<file path="src/rtl/led_fader_pkg.sv">
`default_nettype none
// ============================================================================
// Module  : led_fader_pkg
// Brief   : Mode and direction encodings shared by the LED fader blocks.
// Revision: 1.0 - initial release
// ============================================================================
package led_fader_pkg;

    typedef enum logic [1:0] {
        MODE_OFF     = 2'b00,
        MODE_ON      = 2'b01,
        MODE_BLINK   = 2'b10,
        MODE_BREATHE = 2'b11
    } mode_e;

    typedef enum logic {
        DIR_UP   = 1'b0,
        DIR_DOWN = 1'b1
    } dir_e;

endpackage : led_fader_pkg
`default_nettype wire

</file>
<file path="src/rtl/led_fader_chan.sv">
`default_nettype none
// ============================================================================
// Module  : led_fader_chan
// Brief   : One LED channel: mode latch, duty/direction state, PWM compare.
// Revision: 1.0 - initial release
// ============================================================================
module led_fader_chan
    import led_fader_pkg::*;
#(
    parameter int P_PWM_BITS = 8
) (
    input  logic                  i_clk,
    input  logic                  i_rst_n,
    input  logic                  i_period_end,
    input  logic                  i_step,
    input  logic [P_PWM_BITS-1:0] i_pwm,
    input  logic [1:0]            i_mode,
    input  logic [P_PWM_BITS-1:0] i_level,
    input  logic                  i_en,
    output logic                  o_led
);

    mode_e                 r_mode;
    dir_e                  r_dir;
    logic [P_PWM_BITS-1:0] r_duty;
    logic                  r_led;

    mode_e                 w_mode_in;
    dir_e                  w_dir_nxt;
    logic [P_PWM_BITS-1:0] w_duty_nxt;

    assign w_mode_in = mode_e'(i_mode);

    // A freshly selected mode always restarts from duty 0 rising, even on a step.
    always_comb begin
        w_duty_nxt = r_duty;
        w_dir_nxt  = r_dir;
        if (w_mode_in != r_mode) begin
            w_duty_nxt = '0;
            w_dir_nxt  = DIR_UP;
        end else begin
            case (r_mode)
                MODE_OFF: w_duty_nxt = '0;
                MODE_ON:  w_duty_nxt = i_level;
                MODE_BLINK: begin
                    if (i_step) begin
                        if (r_dir == DIR_UP) begin
                            w_duty_nxt = i_level;
                            w_dir_nxt  = DIR_DOWN;
                        end else begin
                            w_duty_nxt = '0;
                            w_dir_nxt  = DIR_UP;
                        end
                    end
                end
                MODE_BREATHE: begin
                    if (i_step) begin
                        if (r_dir == DIR_UP) begin
                            // Clamp covers a level lowered below the current duty.
                            if (r_duty >= i_level) begin
                                w_duty_nxt = i_level;
                                w_dir_nxt  = DIR_DOWN;
                            end else begin
                                w_duty_nxt = r_duty + 1'b1;
                            end
                        end else if (r_duty == '0) begin
                            w_dir_nxt = DIR_UP;
                        end else begin
                            w_duty_nxt = r_duty - 1'b1;
                        end
                    end
                end
                default: w_duty_nxt = r_duty;
            endcase
        end
    end

    always_ff @(posedge i_clk or negedge i_rst_n) begin
        if (!i_rst_n) begin
            r_mode <= MODE_OFF;
            r_duty <= '0;
            r_dir  <= DIR_UP;
            r_led  <= 1'b0;
        end else begin
            if (i_period_end) begin
                r_mode <= w_mode_in;
                r_duty <= w_duty_nxt;
                r_dir  <= w_dir_nxt;
            end
            r_led <= i_en & (i_pwm < r_duty);
        end
    end

    assign o_led = r_led;

endmodule : led_fader_chan
`default_nettype wire

</file>
<file path="src/rtl/led_fader.sv">
`default_nettype none
// ============================================================================
// Module  : led_fader
// Brief   : Multi-channel LED driver with shared PWM timebase and step divider.
// Revision: 1.0 - initial release
// ============================================================================
module led_fader
    import led_fader_pkg::*;
#(
    parameter int P_CHANNELS = 3,
    parameter int P_PWM_BITS = 8,
    parameter int P_DIV_BITS = 16
) (
    input  logic                             i_clk,
    input  logic                             i_rst_n,
    input  logic                             i_en,
    input  logic [P_DIV_BITS-1:0]            i_div,
    input  logic [2*P_CHANNELS-1:0]          i_mode,
    input  logic [P_PWM_BITS*P_CHANNELS-1:0] i_level,
    output logic [P_CHANNELS-1:0]            o_led,
    output logic                             o_step
);

    localparam logic [P_PWM_BITS-1:0] c_pwm_max = '1;

    logic [P_PWM_BITS-1:0] r_pwm;
    logic [P_DIV_BITS-1:0] r_div;
    logic                  r_step;

    logic                  w_period_end;
    logic                  w_step;

    // Gating with i_en freezes the whole timebase, so channels hold too.
    assign w_period_end = i_en & (r_pwm == c_pwm_max);
    assign w_step       = w_period_end & (r_div == i_div);

    always_ff @(posedge i_clk or negedge i_rst_n) begin
        if (!i_rst_n) begin
            r_pwm  <= '0;
            r_div  <= '0;
            r_step <= 1'b0;
        end else begin
            r_step <= w_step;
            if (i_en) begin
                r_pwm <= r_pwm + 1'b1;
            end
            if (w_period_end) begin
                r_div <= (r_div == i_div) ? '0 : r_div + 1'b1;
            end
        end
    end

    assign o_step = r_step;

    for (genvar c = 0; c < P_CHANNELS; c++) begin : g_chan
        led_fader_chan #(
            .P_PWM_BITS (P_PWM_BITS)
        ) u_chan (
            .i_clk        (i_clk),
            .i_rst_n      (i_rst_n),
            .i_period_end (w_period_end),
            .i_step       (w_step),
            .i_pwm        (r_pwm),
            .i_mode       (i_mode[2*c +: 2]),
            .i_level      (i_level[P_PWM_BITS*c +: P_PWM_BITS]),
            .i_en         (i_en),
            .o_led        (o_led[c])
        );
    end

endmodule : led_fader
`default_nettype wire

</file>
<file path="config.mk">
export PLATFORM = sky130hd
export DESIGN_NAME = led_fader
export DESIGN_NICKNAME = d
export VERILOG_FILES = /design/src/rtl/led_fader_pkg.sv /design/src/rtl/led_fader_chan.sv /design/src/rtl/led_fader.sv
export SDC_FILE = /design/constraint.sdc
export NUM_CORES = 1
export LEC_CHECK = 0
export ABC_CLOCK_PERIOD_IN_PS = 2700
export CAP_MARGIN = 15
export CORE_AREA = 2 2 156 97
export CTS_CLUSTER_DIAMETER = 40
export DETAILED_ROUTE_END_ITERATION = 8
export DIE_AREA = 0 0 158 99
export GPL_ROUTABILITY_DRIVEN = 0
export PLACE_DENSITY = 0.56
export SETUP_SLACK_MARGIN = 0.2
export SLEW_MARGIN = 20
export SYNTH_ARGS = -nofsm -noshare
export SYNTH_HDL_FRONTEND = slang
export SYNTH_SLANG_ARGS = --single-unit
</file>
<file path="constraint.sdc">
create_clock -name i_clk -period 2.7 [get_ports i_clk]
set_input_delay 0.54 -clock i_clk [delete_from_list [all_inputs] [get_ports i_clk]]
set_output_delay 0.54 -clock i_clk [all_outputs]
set_load 0.01 [all_outputs]
</file>
==> metrics, run 1 <==
status complete, no violations; met2 WL roughly 6.3 mm; crit path max fanout 5; most frequent cells in the layout dfrtp_1, inv_1, nand2_1; critical path launch point type input pin; Hold Path Class in -> async; post-layout net count roughly 850; core area between 10000 and 15000 um2; DR top layer met4; Syn Nets 766; CTS tree built; most common library cell in the layout ignoring fill and taps dfrtp_1; first-pass iteration count of the detailed router 5; synthesized area per cell roughly 8.4 um2; Peak VDD IR roughly 290 uV; Crit Path Class in -> reg; cells after synthesis roughly 660; cell family with most CP delay compound AO/OA/AOI/OAI gates; Data required, critical path 2.94 ns; vias in the first global route slightly above 5k; Synth Register Bits just over 60; CTS clk-pin slew, worst paths 0.06 ns; asr flop ratio synth 100%; GRT overflow 0; residual DRC count 0; chip width between 150 and 200 um; Initial Utilization between 30% and 40%; Max Buffers Root-to-Sink 2; Static Leak ~3.2 nW; setup_tns 0 ns; RSZ-0062 raised after global routing yes; row count 34; H-tree levels 3; Power Total 2.92 mW; first-pass GRT wire length around 25 mm; register area share after synthesis about 27%; Buf/Inv on CP 3; total of max-cap violations 0; antenna cells 0; clock latency on the worst-skew pair about 0.33 ns; Synth-to-Final Area Change 27.0%; routed wire length on met3 approximately 1.1 mm; clock period minus worst slack roughly 2.4 ns; routed wire length per instance between 15 and 20 um; total number of vias around 5.3k; final WL 15.5 mm; Die H about 99 um; Worst-Margin Slew 0.740 ns; die area ~16000 um2; period utilization ~90%; Yosys cell types 67; Post-synth EDFFs 0; dpl hpwl 11.6 mm; # clock sinks 61; Yosys warnings 0; Total GRT Usage slightly above 20%; largest net degree at the start of global routing 47; TritonCTS Buffers 9; Synth Flop Type dfrtp_1; layout cells sized above 1 roughly 14%; critical path, cell by cell clkdlybuf4s50_1 > inv_1 > ha_1 > a2111o_1 > a31oi_4 > buf_6 > o211ai_1 > and3_1 > o31ai_1; slew margin rel. roughly 51%; Final Hold Violating Endpoints 0; max frequency 411 MHz; initial antenna violation count 0; Avg Vias per Cell about 5.6; endpoints failing setup 0; CTS Hold Bufs 0; Starting DRT DRC Count roughly 380; Power Density roughly 410 nW/um2; Mapped Area between 5000 and 6000 um2; Slew Limit Fails 0; Setup crit end kind register; WP data arrival about 2.7 ns; antenna viol nets, final 0; number of port buffers 52; CP max-delay cell clkdlybuf4s50_1; CP peak stage delay approximately 0.48 ns; Ports 53; Root Buffer clkbuf_16; final setup skew 0.00600 ns; routed length on met1 a little over 8 mm
[power by group]
part / switching, mW / internal [mW] / leakage, nW
combinational: 0.290 / 0.348 / 2.28
sequential: 0.119 / 0.976 / 0.779
clock: 0.468 / 0.717 / 0.138
total: 0.876 / 2.04 / 3.19
[area by class of cell]
| cell class | count | area (um2) |
|---|---|---|
| Clock buffer | 9 | 225 |
| Clock inverter | 7 | 75.1 |
| Fill cell | 1348 | 7110 |
| Inverter | 58 | 218 |
| Multi-Input combinational cell | 513 | 3880 |
| Sequential cell | 61 | 1530 |
| Tap cell | 198 | 248 |
| Timing Repair Buffer | 100 | 923 |
[timing repair]
action / in CTS / in global routing
endpoints found under the setup margin: 9 / 24
pin swaps: 3 / 7
setup buffers: 1 / 0
cloned: 0 / 1
endpoints found under the hold margin: 0 / 0
resized for setup: 5 / 29
[state kept, by name, indices dropped and copies added, names as in the netlist]
name,flops
g_chan.u_chan.r_dir,3
g_chan.u_chan.r_mode,6
g_chan.u_chan.o_led,3
o_step,1
r_div,16
g_chan.u_chan.r_duty,24
r_pwm,8
[synth_stat cells (3+ instances only)]
master     instances  share of area, %
inv_1             58               3.9
and3_1            15               1.7
xnor2_1           50               7.8
dfrtp_1           61                27
o22a_1             3              0.47
a221oi_1           4              0.63
buf_4              4              0.54
o31a_1             4              0.63
o211ai_1           4              0.54
clkbuf_1          15               1.0
o21a_1             3              0.40
nor3_1             8              0.72
a221o_1            3              0.54
or3_1              4              0.45
a21oi_1           27               2.4
xor2_1            11               1.7
nand3b_1           4              0.54
a211oi_1          13               1.7
ha_1              56                13
o21ai_0           39               3.5
nor2b_1            5              0.56
o21bai_1           5              0.67
a31o_2             3              0.47
a31oi_1            5              0.56
a21o_1            15               2.0
nand3_1           25               2.2
mux2_2             6               1.2
nand4_1           10               1.1
a2bb2oi_1          7               1.1
nor3b_1            6              0.81
mux2i_1            8               1.4
buf_2             10              0.90
o21ai_1            4              0.36
o22ai_1           11               1.2
nand2b_1          16               1.8
nand2_1           55               3.7
or2_2              3              0.34
nor2_1            32               2.2
a32oi_1            4              0.63
o31ai_1           11               1.5
[worst paths after layout]
check                                        endpoint                        from  cells past startpoint  slack (ns)
setup / recovery           g_chan[2].u_chan.r_duty[0]                 i_level[17]                      9        0.27
hold / removal             g_chan[0].u_chan.r_duty[1]                     i_rst_n                      1        0.15
hold reg to reg                              r_div[2]                    r_div[2]                      2        0.55
max in group asynchronous      g_chan[1].u_chan.o_led                     i_rst_n                      2        1.93
min in group i_clk                           r_div[2]                    r_div[2]                      2        0.55
setup reg to reg           g_chan[2].u_chan.r_duty[0]  g_chan[2].u_chan.r_duty[0]                      9        0.36
[worst reg2reg max path: stages (launching register included)]
cell and delay, ns:
dfrtp_1 0.38, inv_1 0.19, ha_1 0.27, nand2b_1 0.15
a2111o_1 0.42, a31oi_4 0.21, buf_6 0.16, o211ai_1 0.08
and3_1 0.18, o31ai_1 0.21
[per-stage QoR]
step                instances  worst slack [ns]  area [um2]  utilization, %  hold slack [ns]
global placement          928            -0.138        6600            46.4            0.510
CTS                       945             0.182        6920            48.7            0.152
finish                    946             0.268        7100            49.9            0.147
detailed placement        928            -0.215        6600            46.4            0.515
floorplan                 661             0.367        5590               -            0.244
global route              946             0.173        7100            49.9            0.168
[metal layers]
metal | GRT usage [%] | vias up
met1 | 31.9 | 2528
met3 | 3.96 | 12
met2 | 28.0 | 171
met4 | 5.61 | 0
met5 | 0 | -
li1 | - | 2571
[cells by family (layout without fill, tap and decap cells)]
kind of cell    Yosys count  after routing  synth area share (%)
mux                      14             14                  2.64
flops                    61             61                  27.3
fa+ha+maj                56             56                  12.5
simple gates            198            198                  19.0
compound gates          184            184                  22.6
xor+xnor                 61             61                  9.57
buf+inv                  87            174                  6.34
Power figures use the tool's default switching activity.
==> inputs of run 2 (changes only) <==
--- a/config.mk
+++ b/config.mk
@@ -8,7 +8,8 @@
 export ABC_CLOCK_PERIOD_IN_PS = 2700
 export CAP_MARGIN = 15
 export CORE_AREA = 2 2 156 97
-export CTS_CLUSTER_DIAMETER = 40
+export CTS_CLUSTER_DIAMETER = 150
+export CTS_CLUSTER_SIZE = 10
 export DETAILED_ROUTE_END_ITERATION = 8
 export DIE_AREA = 0 0 158 99
 export GPL_ROUTABILITY_DRIVEN = 0
==> results of run 2 <==
The final DEF is identical to that of run 1; final timing and power are the same.
==> inputs of run 3 (changes only) <==
--- a/config.mk
+++ b/config.mk
@@ -6,7 +6,7 @@
 export NUM_CORES = 1
 export LEC_CHECK = 0
 export ABC_CLOCK_PERIOD_IN_PS = 2700
-export CAP_MARGIN = 15
+export CAP_MARGIN = 20
 export CORE_AREA = 2 2 156 97
 export CTS_CLUSTER_DIAMETER = 150
 export CTS_CLUSTER_SIZE = 10
==> results of run 3 <==
The final DEF is identical to that of run 1; final timing and power are the same.
==> edit, RTL diff (flow settings as in run 3) <==
Make the reset (`i_rst_n`) synchronous in 2 clocked blocks.
--- a/src/rtl/led_fader_chan.sv
+++ b/src/rtl/led_fader_chan.sv
@@ -75,7 +75,7 @@
         end
     end
 
-    always_ff @(posedge i_clk or negedge i_rst_n) begin
+    always_ff @(posedge i_clk) begin
         if (!i_rst_n) begin
             r_mode <= MODE_OFF;
             r_duty <= '0;
--- a/src/rtl/led_fader.sv
+++ b/src/rtl/led_fader.sv
@@ -34,7 +34,7 @@
     assign w_period_end = i_en & (r_pwm == c_pwm_max);
     assign w_step       = w_period_end & (r_div == i_div);
 
-    always_ff @(posedge i_clk or negedge i_rst_n) begin
+    always_ff @(posedge i_clk) begin
         if (!i_rst_n) begin
             r_pwm  <= '0;
             r_div  <= '0;
Behaviour: no difference found for any inputs over 10 cycles, from zero or initial values and one cycle with i_rst_n low; that may be too few to reach the edited logic, so the function may still have changed.
==> edit against run 3 <==
  * Wire length is 2.7% higher
  * Sequential cell count did not move
  * Worst setup slack lost 0.016 ns
  * Count of clock-buffer cells in the layout unchanged
  * Utilization rose by 0.097 points
  * Area after synthesis up 1.1%
  * Die area stayed put
  * Via count increased by 6.3%
  * Register-to-register slack improved by 0.02 ns
  * Design area rose by 0.19%
Power is not compared: it rests on default switching activity, and its combinational part moved more than twofold at a synthesized area within 25%.
==> edit: results (changes against run 3) <==
stage;metric;value;unit;change
yosys;synthArstFlopShare;0;;-1.00
setup_path;endpoint;g_chan[1].u_chan.r_duty[4];;
timing;fmax;408;MHz;-0.66%
cells_and_area;seqCellArea;1220;µm²;-20%
global_routing;grt_max_degree;31;;-34%
global_routing;grt_util_met1;0.308;;-0.0112
cells_and_area;layout-drive-gt1-share;0.143;;+0.000165
place;dp_slack;-0.254;ns;-0.0393 ns
cells_and_area;non_clock_inverter_count;55;;-5.2%
yosys;synth_warnings;0;;unchanged
yosys;synth.area.top_cells;dfxtp_1 22%, ha_1 12%, xnor2_1 6.8%;;
setup_path;worstPathArrival;2.66;ns;about the same
timing;whs;0.505;ns;+0.358 ns
clocking;postCtsResizedCells;9;;+4
detailed_routing;wl_met1;8.17;mm;+1.4%
timing;fin_skew;0.00846;ns;+0.00246 ns
yosys;synth_nets;820;;+7.0%
hold_path;hp-class;reg -> reg;;
place;port_buffers;52;;unchanged
detailed_routing;drt_iter0_markers;389;;+3.5%
cells_and_area;clk_share;0.0389;;-0.00343
setup_path;rr_endpoint;g_chan[2].u_chan.r_duty[4];;
status;run_status;complete, no violations;;
cells_and_area;diodes;0;;unchanged
place;dpl_cell_area;6640;µm²;+0.65%
global_routing;grt_usage;0.207;;+0.00267
cells_and_area;multiInputGateArea;4140;µm²;+6.6%
cells_and_area;stdcell_count;1001;;+5.8%
setup_path;path_max_fanout;4;;-1
global_routing;use_met2;0.303;;+0.0227
detailed_routing;dr_wl_met3;1.15;mm;+8.3%
cells_and_area;num-multi-input-gates;559;;+9.0%
cells_and_area;multi_input_area_share;0.582;;+0.0348
place;dp_cells;978;;+5.4%
setup_path;startpoint;i_level[12];;
global_routing;grt_pass1_vias;5373;;+6.6%
detailed_routing;dr_wl_met2;6.45;mm;+2.7%
yosys;seq_area_frac_synth;0.216;;-0.0570
cells_and_area;nets;903;;+6.5%
global_routing;use_met3;0.0449;;+0.00528
detailed_routing;vias;5615;;+6.3%
place;hpwl;12.1;mm;+4.4%
setup_path;rr_worst_depth;8;;-1
yosys;yosysUniqueCellTypes;74;;+10%
detailed_routing;wl;16.0;mm;+2.7%
cells_and_area;fill_cells;1401;;+3.9%
setup_path;r2r_slack;0.38;ns;+0.02 ns
yosys;syn_area_per_cell;7.90;µm²;-6.6%
cells_and_area;bufAreaShareNonClock;0.144;;+0.0137
clocking;cts_htree_levels;3;;unchanged
yosys;synth_flop_cell;dfxtp_1;;
yosys;yosys-top-cells-count;61 x dfxtp_1, 56 x ha_1, 56 x nand2_1, 55 x inv_1, 44 x xnor2_1;;
global_routing;grt_pass1_wl;26.3;mm;+3.1%
setup_path;cpPeakStageDelay;0.48;ns;about the same
detailed_routing;drt_first_pass_iters;5;;unchanged
setup_path;r2r-start;g_chan[2].u_chan.r_duty[6];;
cells_and_area;num-nonclk-buffers;112;;+12%
==> edit: cell types whose count changed in the layout (fill, tap and decap cells not counted), sizes merged, moves of 8 or more <==
| cell | before | now |
|---|---|---|
| a21oi | 28 | 39 |
| a22o | 2 | 14 |
| and2 | 2 | 15 |
| buf | 49 | 60 |
| dfrtp | 61 | 0 |
| dfxtp | 0 | 61 |
| nand2b | 17 | 6 |
| nor2 | 32 | 44 |
| nor2b | 5 | 13 |
| o21ai | 44 | 31 |
| xor2 | 11 | 28 |
==> edit: logic make-up after synthesis <==
logic type / Yosys count / share of synthesized area
adder cells (fa/ha/maj): 56 / 0.124
flip-flops: 61 / 0.216
AND/OR/NAND/NOR: 238 / 0.225
AO/OA/AOI/OAI: 190 / 0.246
multiplexers: 2 / 0.00355
buffers and inverters: 96 / 0.0731
XOR/XNOR: 72 / 0.112
==> edit: where the power goes <==
part           internal, mW  switching, mW
Combinational         0.136          0.104
Clock                 0.623          0.454
Sequential            0.905        0.00765
